### src/rtl/hazard_forward_unit.sv
// hazard_forward_unit
// Scoreboard of destination registers in flight past decode. Produces the
// forwarded decode operands, load-use stalls, flush bubbles and a saturating
// stall-cycle counter. Tracker index 0 is EXECUTE; higher indices are older.
module hazard_forward_unit #(
  parameter int XLEN           = 32,
  parameter int REGISTER_SIZE  = 5,
  parameter int NUM_SRC        = 2,
  parameter int TRACK_DEPTH    = 3,
  parameter int LOAD_READY_IDX = 1,
  parameter int CNT_WIDTH      = 32
) (
  input  logic                                            clk,
  input  logic                                            rst,
  input  logic                                            dec_valid,
  input  logic [NUM_SRC*REGISTER_SIZE-1:0]                dec_rs_addr,
  input  logic [NUM_SRC-1:0]                              dec_rs_used,
  input  logic [REGISTER_SIZE-1:0]                        dec_rd_addr,
  input  logic                                            dec_rd_write,
  input  logic                                            dec_is_load,
  input  logic [NUM_SRC*XLEN-1:0]                         rf_read_data,
  input  logic [TRACK_DEPTH*XLEN-1:0]                     stage_data,
  input  logic                                            redirect,
  input  logic                                            hold,
  output logic [NUM_SRC*XLEN-1:0]                         operand_out,
  output logic [NUM_SRC*$clog2(TRACK_DEPTH+1)-1:0]        fwd_sel,
  output logic                                            f_to_d_enable,
  output logic                                            d_to_e_enable,
  output logic                                            bubble,
  output logic [CNT_WIDTH-1:0]                            stall_count
);

  localparam int SEL_W = $clog2(TRACK_DEPTH + 1);

  logic [TRACK_DEPTH-1:0]                    trk_valid_q, trk_valid_d;
  logic [TRACK_DEPTH-1:0][REGISTER_SIZE-1:0] trk_rd_q, trk_rd_d;
  logic [TRACK_DEPTH-1:0]                    trk_load_q, trk_load_d;
  logic [CNT_WIDTH-1:0]                      stall_count_q, stall_count_d;

  logic [NUM_SRC-1:0] src_hit;
  logic [NUM_SRC-1:0] src_hazard;
  logic               load_use;
  logic               shift_en;
  logic               ins_valid;
  logic               cnt_inc;

  // Per-source search for the youngest writer; select forwarded data or flag a load-use hazard.
  always_comb begin
    src_hit     = '0;
    src_hazard  = '0;
    operand_out = rf_read_data;
    fwd_sel     = '0;
    for (int s = 0; s < NUM_SRC; s++) begin
      for (int k = 0; k < TRACK_DEPTH; k++) begin
        if (!src_hit[s] && dec_rs_used[s]
            && (|dec_rs_addr[s*REGISTER_SIZE +: REGISTER_SIZE])
            && trk_valid_q[k] && (|trk_rd_q[k])
            && (trk_rd_q[k] == dec_rs_addr[s*REGISTER_SIZE +: REGISTER_SIZE])) begin
          src_hit[s] = 1'b1;
          if (trk_load_q[k] && (k < LOAD_READY_IDX)) begin
            // Result not yet produced; operand stays on the register file path.
            src_hazard[s] = 1'b1;
          end else begin
            operand_out[s*XLEN +: XLEN] = stage_data[k*XLEN +: XLEN];
            fwd_sel[s*SEL_W +: SEL_W]   = SEL_W'(k + 1);
          end
        end
      end
    end
    load_use = dec_valid && (|src_hazard);
  end

  // Pipeline control priority: hold, then redirect, then load-use, then normal flow.
  always_comb begin
    f_to_d_enable = 1'b1;
    d_to_e_enable = 1'b1;
    bubble        = 1'b0;
    shift_en      = 1'b1;
    ins_valid     = dec_valid && dec_rd_write;
    cnt_inc       = 1'b0;
    if (hold) begin
      f_to_d_enable = 1'b0;
      d_to_e_enable = 1'b0;
      shift_en      = 1'b0;
      ins_valid     = 1'b0;
    end else if (redirect) begin
      bubble    = 1'b1;
      ins_valid = 1'b0;
    end else if (load_use) begin
      f_to_d_enable = 1'b0;
      d_to_e_enable = 1'b0;
      bubble        = 1'b1;
      ins_valid     = 1'b0;
      cnt_inc       = 1'b1;
    end
  end

  // Next tracker contents and saturating stall counter.
  always_comb begin
    trk_valid_d = trk_valid_q;
    trk_rd_d    = trk_rd_q;
    trk_load_d  = trk_load_q;
    if (shift_en) begin
      for (int k = TRACK_DEPTH - 1; k > 0; k--) begin
        trk_valid_d[k] = trk_valid_q[k-1];
        trk_rd_d[k]    = trk_rd_q[k-1];
        trk_load_d[k]  = trk_load_q[k-1];
      end
      trk_valid_d[0] = ins_valid;
      trk_rd_d[0]    = dec_rd_addr;
      trk_load_d[0]  = dec_is_load;
    end
    stall_count_d = stall_count_q;
    if (cnt_inc && !(&stall_count_q)) begin
      stall_count_d = stall_count_q + CNT_WIDTH'(1);
    end
  end

  // State registers with synchronous reset.
  always_ff @(posedge clk) begin
    if (rst) begin
      trk_valid_q   <= '0;
      trk_rd_q      <= '0;
      trk_load_q    <= '0;
      stall_count_q <= '0;
    end else begin
      trk_valid_q   <= trk_valid_d;
      trk_rd_q      <= trk_rd_d;
      trk_load_q    <= trk_load_d;
      stall_count_q <= stall_count_d;
    end
  end

  assign stall_count = stall_count_q;

endmodule

### config.mk
export PLATFORM = sky130hd
export DESIGN_NAME = hazard_forward_unit
export DESIGN_NICKNAME = d
export VERILOG_FILES = /design/src/rtl/hazard_forward_unit.sv
export SDC_FILE = /design/constraint.sdc
export NUM_CORES = 1
export LEC_CHECK = 0
export CORE_MARGIN = 3
export CORE_UTILIZATION = 41
export CTS_CLUSTER_DIAMETER = 30
export DETAILED_ROUTE_END_ITERATION = 10
export PLACE_DENSITY = 0.95
export SETUP_SLACK_MARGIN = 0.05
export SYNTH_ARGS = -nofsm -noshare
export SYNTH_HDL_FRONTEND = slang
export SYNTH_SLANG_ARGS = --single-unit
### constraint.sdc
create_clock -name clk -period 5.3 [get_ports clk]
set_input_delay 1.06 -clock clk [delete_from_list [all_inputs] [get_ports clk]]
set_output_delay 1.06 -clock clk [all_outputs]
set_load 0.02 [all_outputs]
==> run_results.csv, run 1 <==
group,metric,value,unit
finish,mostFrequentLayoutCell,"clkdlybuf4s50_1",
clock_network,htree_num_levels,2,
place,hpwl,15.7,mm
floorplan,rows,38,
place,gp_congestion,0.931,
synth,netlist.area_leader.share,0.217,
setup_path,path_class,"input port to output pin",
route,drcViolationCount,0,
route,drt_iter0_drc,753,
setup_path,crit_cells,9,
timing,timing.slew.headroom,0.300,
timing,timing.final.ws_setup,0.115,ns
clock_network,cts-buffers-inserted,5,
timing,setup_viol,0,
setup_path,arrival,4.12,ns
timing,period_share,0.978,
setup_path,path_buf_inv,3,
clock_network,root_buffer,"clkbuf_16",
power_and_ir_drop,ir_drop,0.279,mV
synth,ys_seq_area_frac,0.217,
timing,setup_tns,0,ns
clock_network,cts_hold_buf,0,
route,dr_total_vias,6360,
synth,yosys.area.top_type,"dfxtp_1",
timing,finClkSkew,0.0129,ns
setup_path,cp.required,4.24,ns
outcome,status,"finished, final reports clean",
route,ant_nets,0,
setup_path,crit_path_cell_trace,"clkdlybuf4s50_1 > or4_4 > o211ai_4 > o31ai_2 > or4_1 > buf_12 > o21a_1 > a22o_1 > clkdlybuf4s50_1",
clock_network,cts_setup_buffers,0,
min_path,hold_path_depth,2,
global_routing,grt.total_usage,0.307,
synth,syn_area,4710,um^2
route,wl_per_cell,20.1,um
finish,nNetsFinal,1091,
timing,slew_viol_final,0,
synth,async_flop_share,0,
setup_path,reg2reg_depth,7,
timing,worst_pin_slew,1.04,ns
power_and_ir_drop,p_leak,3.19,nW
place,pre_cts_ws,0.0590,ns
clock_network,clk_pin_slew,0.07,ns
synth,synth.area.top_cells,"dfxtp_1 (22%), mux2i_1 (11%), nand2_1 (6.7%)",
clock_network,clockBufferDepth,2,
setup_path,slowest_stage,"or4_1",
synth,synth_nets,830,
timing,finalCriticalPeriod,5.18,ns
floorplan,die_area,12800,um^2
setup_path,path_max_fanout,34,
timing,hold_viol,0,
setup_path,crit_family,"buffers and inverters",
global_routing,grt_pass1_vias,5920,
global_routing,grt_max_degree,57,
setup_path,cp-end-kind,"output pin",
global_routing,antenna_found_initial,1,
synth,synth_area_per_cell,7.30,um^2
finish,layout-drive-gt1-share,0.0518,
synth,synthCells,645,
route,wirelength,21.1,mm
global_routing,grt_pass1_wl,32.2,mm
clock_network,clock-sinks,51,
setup_path,worst_path_most_repeated_cell,"clkdlybuf4s50_1",
min_path,worst_hold_path_type,"flip-flop to flip-flop",
floorplan,start_util,0.427,
floorplan,ios,287,
setup_path,worstSetupStartpointType,"input port",
power_and_ir_drop,power.density,145,nW/um^2
clock_network,clock_latency,0.30,ns
clock_network,cts_resized,0,
synth,ys_warn_count,0,
global_routing,grt_remaining_overflow,0,
synth,synth_edf_count,0,
synth,synth_cell_types,45,
place,io_buffers,286,
timing,max_freq,193,MHz
route,vias_per_cell,6.07,
setup_path,cp_slowest_stage_delay,0.59,ns
route,first_pass_iters,8,
synth,synth-main-ff-cell,"dfxtp_1",
clock_network,cts_tree,"yes",
synth,ys_seq_elements,51,
finish,final_cell_mix,"clkdlybuf4s50_1 (280), nand2_1 (83), a21oi_1 (60)",
flow_run,max-cap-violations,0,
floorplan,coreArea,11000,um^2
timing,rsz0062_at_grt,"yes",
floorplan,die_x,113,um
floorplan,die_h,113,um
finish,syn2layout_area_growth,69.5,%
==> registers in the layout, indices dropped and copies added, names as in the netlist <==
register / count
trk_valid_q: 3
trk_rd_q: 15
stall_count: 32
trk_load_q: 1
==> path summary, 6_finish.rpt <==
check	startpoint	endpoint	slack [ns]
max	dec_rs_addr[0]	operand_out[23]	0.12
max reg2reg	trk_rd_q[4]	stall_count[22]	2.34
min	stall_count[12]	stall_count[12]	0.52
min reg2reg	stall_count[12]	stall_count[12]	0.52
==> cell type report <==
class,instances,area (um^2)
Antenna cell,1,2.50
Clock buffer,5,125
Clock inverter,3,67.6
Fill cell,842,3050
Inverter,8,30.0
Multi-Input combinational cell,532,3470
Sequential cell,51,1020
Tap cell,140,175
Timing Repair Buffer,308,3090
==> layer usage <==
layer / part of all wire / up-vias / global-route usage
li1: - / 2963 / -
met1: 0.38 / 2967 / 0.381
met2: 0.50 / 363 / 0.535
met3: 0.078 / 67 / 0.0396
met4: 0.043 / 0 / 0.123
met5: 0 / - / 0
==> Yosys cell counts (4+ instances only) <==
master    count
clkbuf_1     32
inv_1         8
xnor2_1      21
o21a_1       33
dfxtp_1      51
a22o_1       32
buf_1         9
o21ai_0       9
mux2i_1      50
nand2_1      84
and4_1        4
o31ai_1      21
nor2_1       32
o22ai_1      32
buf_2         9
or4_1        26
xor2_1        9
a21oi_1      60
or3_1         9
nand4_1      13
nand3_1      51
nor4_1       10
==> tightest hold or removal path, delay by kind of cell, from the launching register on <==
kind / cells / cell delay, ns
flip-flops: 1 / 0.34
AO/OA/AOI/OAI: 2 / 0.13
==> through the flow <==
stage | hold slack, ns | power, mW | utilization | std cells | instance area [um^2]
floorplan | 0.457 | 0.522 | - | 645 | 4710
global placement | 0.471 | 0.742 | 0.703 | 1039 | 7760
detailed placement | 0.504 | 0.745 | 0.703 | 1039 | 7760
CTS | 0.520 | 1.16 | 0.721 | 1047 | 7950
global route | 0.545 | 1.20 | 0.723 | 1048 | 7980
finish | 0.519 | 1.16 | 0.723 | 1048 | 7980
==> kinds of logic after synthesis <==
group / after synthesis / share of synthesized area
simple gates: 251 / 0.273
compound gates: 196 / 0.278
buf+inv: 62 / 0.0574
mux: 54 / 0.116
flops: 51 / 0.217
xor+xnor: 30 / 0.0558
fa+ha+maj: 1 / 0.00266
==> power by group <==
part | total (mW) | internal, mW | switching (mW)
combinational | 0.344 | 0.211 | 0.133
clock | 0.418 | 0.270 | 0.147
sequential | 0.398 | 0.388 | 0.00999
total | 1.16 | 0.870 | 0.290
No activity file was read; power rests on OpenSTA's default activity.
==> run 2: changes to the inputs <==
--- a/config.mk
+++ b/config.mk
@@ -11,6 +11,7 @@
 export DETAILED_ROUTE_END_ITERATION = 10
 export PLACE_DENSITY = 0.95
 export SETUP_SLACK_MARGIN = 0.05
+export SLEW_MARGIN = 20
 export SYNTH_ARGS = -nofsm -noshare
 export SYNTH_HDL_FRONTEND = slang
 export SYNTH_SLANG_ARGS = --single-unit
==> results of run 2 <==
Same layout as run 1: the final DEF is identical, and so are final timing and power.
==> run 3: changes to the inputs <==
==> constraint.sdc (replaced) <==
create_clock -name clk -period 6.7 [get_ports clk]
set_input_delay 1.34 -clock clk [delete_from_list [all_inputs] [get_ports clk]]
set_output_delay 1.34 -clock clk [all_outputs]
set_load 0.02 [all_outputs]
==> run 3 against run 2 <==
  * Routed wire length fell by 3.6%
  * Worst hold slack got worse by 0.013 ns
  * Final area fell by 2.3%
  * Critical endpoint is now operand_out[30]
  * Highest routed layer unchanged
==> run_results.csv, run 3 (synthesized netlist as in run 1, its figures left out) <==
group,metric,value,unit
finish,fill_cells,878,
finish,syn2layout_area_growth,65.6,%
finish,final_cell_mix,"clkdlybuf4s50_1 (285), nand2_1 (83), a21oi_1 (60)",
global_routing,grt_pass1_vias,5839,
timing,worst_pin_slew,1.00,ns
clock_network,cts_setup_buffers,0,
place,placed_cell_area,7640,um^2
clock_network,cts_resized,0,
route,wl_per_cell,19.5,um
route,wirelength,20.3,mm
place,pre_cts_ws,0.743,ns
clock_network,clockBufferDepth,2,
finish,nNetsFinal,1084,
route,vias_per_cell,5.98,
timing,period_share,0.888,
setup_path,startpoint,"dec_rs_addr[0]",
power_and_ir_drop,clockPowerShare,0.308,
setup_path,cp-end-kind,"output pin",
power_and_ir_drop,pwr-share-comb,0.318,
timing,max_freq,168,MHz
setup_path,arrival,4.61,ns
clock_network,htree_num_levels,2,
finish,largest_register_ffs,32,
global_routing,grt_max_degree,57,
route,ant_nets,0,
power_and_ir_drop,switching_share,0.260,
power_and_ir_drop,seqPwrFrac,0.374,
global_routing,grt_remaining_overflow,0,
clock_network,root_buffer,"clkbuf_16",
place,gp_congestion,0.985,
power_and_ir_drop,p_leak,3.06,nW
floorplan,start_util,0.427,
clock_network,clock-sinks,51,
clock_network,cts-buffers-inserted,5,
setup_path,path_class,"input port to output pin",
route,dr_total_vias,6224,
clock_network,clock_latency,0.29,ns
place,io_buffers,286,
outcome,status,"finished, final reports clean",
setup_path,reg2reg_depth,7,
power_and_ir_drop,power_switching,0.219,mW
clock_network,cts_hold_buf,0,
floorplan,coreArea,11000,um^2
global_routing,antenna_found_initial,0,
route,drt_iter0_drc,559,
timing,hold_viol,0,
finish,mostFrequentLayoutCell,"clkdlybuf4s50_1",
floorplan,ios,287,
power_and_ir_drop,internal_power,0.622,mW
setup_path,r2r_start,"trk_rd_q[4]",
finish,final_util,0.707,
place,hpwl,15.4,mm
setup_path,worstSetupStartpointType,"input port",
setup_path,crit_end,"operand_out[30]",
route,drcViolationCount,0,
floorplan,die_x,113,um
timing,slew_viol_final,0,
timing,hold_ws,0.507,ns
timing,rsz0062_at_grt,"no",
global_routing,grt.total_usage,0.301,
clock_network,cts_tree,"yes",
floorplan,rows,38,
clock_network,clk_pin_slew,0.07,ns
setup_path,path_max_fanout,34,
floorplan,die_h,113,um
timing,setup_tns,0,ns
place,dp.cells,1032,
route,first_pass_iters,5,
finish,instances_no_fill,1040,
floorplan,die_area,12800,um^2
global_routing,grt_pass1_wl,31.4,mm
finish,diodes,0,
timing,timing.slew.headroom,0.324,
timing,timing.final.ws_setup,0.748,ns
timing,setup_viol,0,
timing,finalCriticalPeriod,5.95,ns
power_and_ir_drop,power.density,108,nW/um^2
flow_run,max-cap-violations,0,
power_and_ir_drop,ir_drop,0.174,mV
setup_path,cp.required,5.36,ns
setup_path,timing.reg2reg.setup_slack,4.06,ns
timing,finClkSkew,0.00799,ns
min_path,worst_hold_path_type,"flip-flop to flip-flop",
finish,layout-drive-gt1-share,0.0411,
setup_path,regToRegEndpoint,"stall_count[28]",
power_and_ir_drop,power,0.841,mW
finish,fin_area,7790,um^2
-- run 3: area by class of cell --
cell class | instances | area [um^2] | share of cell area
Clock buffer | 7 | 143 | 0.0183
Multi-Input combinational cell | 532 | 3450 | 0.442
Clock inverter | 1 | 8.76 | 0.00112
Inverter | 8 | 30.0 | 0.00385
Timing Repair Buffer | 301 | 2970 | 0.381
Tap cell | 140 | 175 | 0.0225
Sequential cell | 51 | 1020 | 0.131
-- run 3: worst max-delay path: stages --
cell	delay, ns
clkdlybuf4s50_1	0.50
or4_4	0.58
o211ai_2	0.23
o31ai_1	0.18
or4_1	0.54
buf_4	0.27
o21a_1	0.16
a22o_1	0.18
clkdlybuf4s50_1	0.61
-- run 3: metal layers --
layer	vias to the layer above	GRT usage	part of all wire
met2	297	0.516	0.49
met3	65	0.0433	0.070
met4	0	0.142	0.052
met1	2915	0.371	0.39
li1	2947	-	-
met5	-	0	0
-- run 3: worst min path at each step --
stage                               start  cells past startpoint         endpoint
final                     stall_count[21]                      2  stall_count[21]
after global routing      stall_count[21]                      2  stall_count[21]
after CTS                 stall_count[21]                      2  stall_count[21]
after detailed placement   trk_valid_q[2]                      2   trk_valid_q[2]
after global placement     trk_valid_q[2]                      2   trk_valid_q[2]
after floorplan            trk_valid_q[2]                      2   trk_valid_q[2]
-- run 3: power groups by stage --
stage          Clock [mW]  Combinational [mW]  Sequential [mW]
4_1_cts             0.262               0.268            0.314
3_5_place_dp            0               0.266            0.321
3_3_place_gp            0               0.265            0.321
2_1_floorplan           0              0.0939            0.319
5_1_grt             0.275               0.285            0.315
6_report            0.259               0.268            0.314
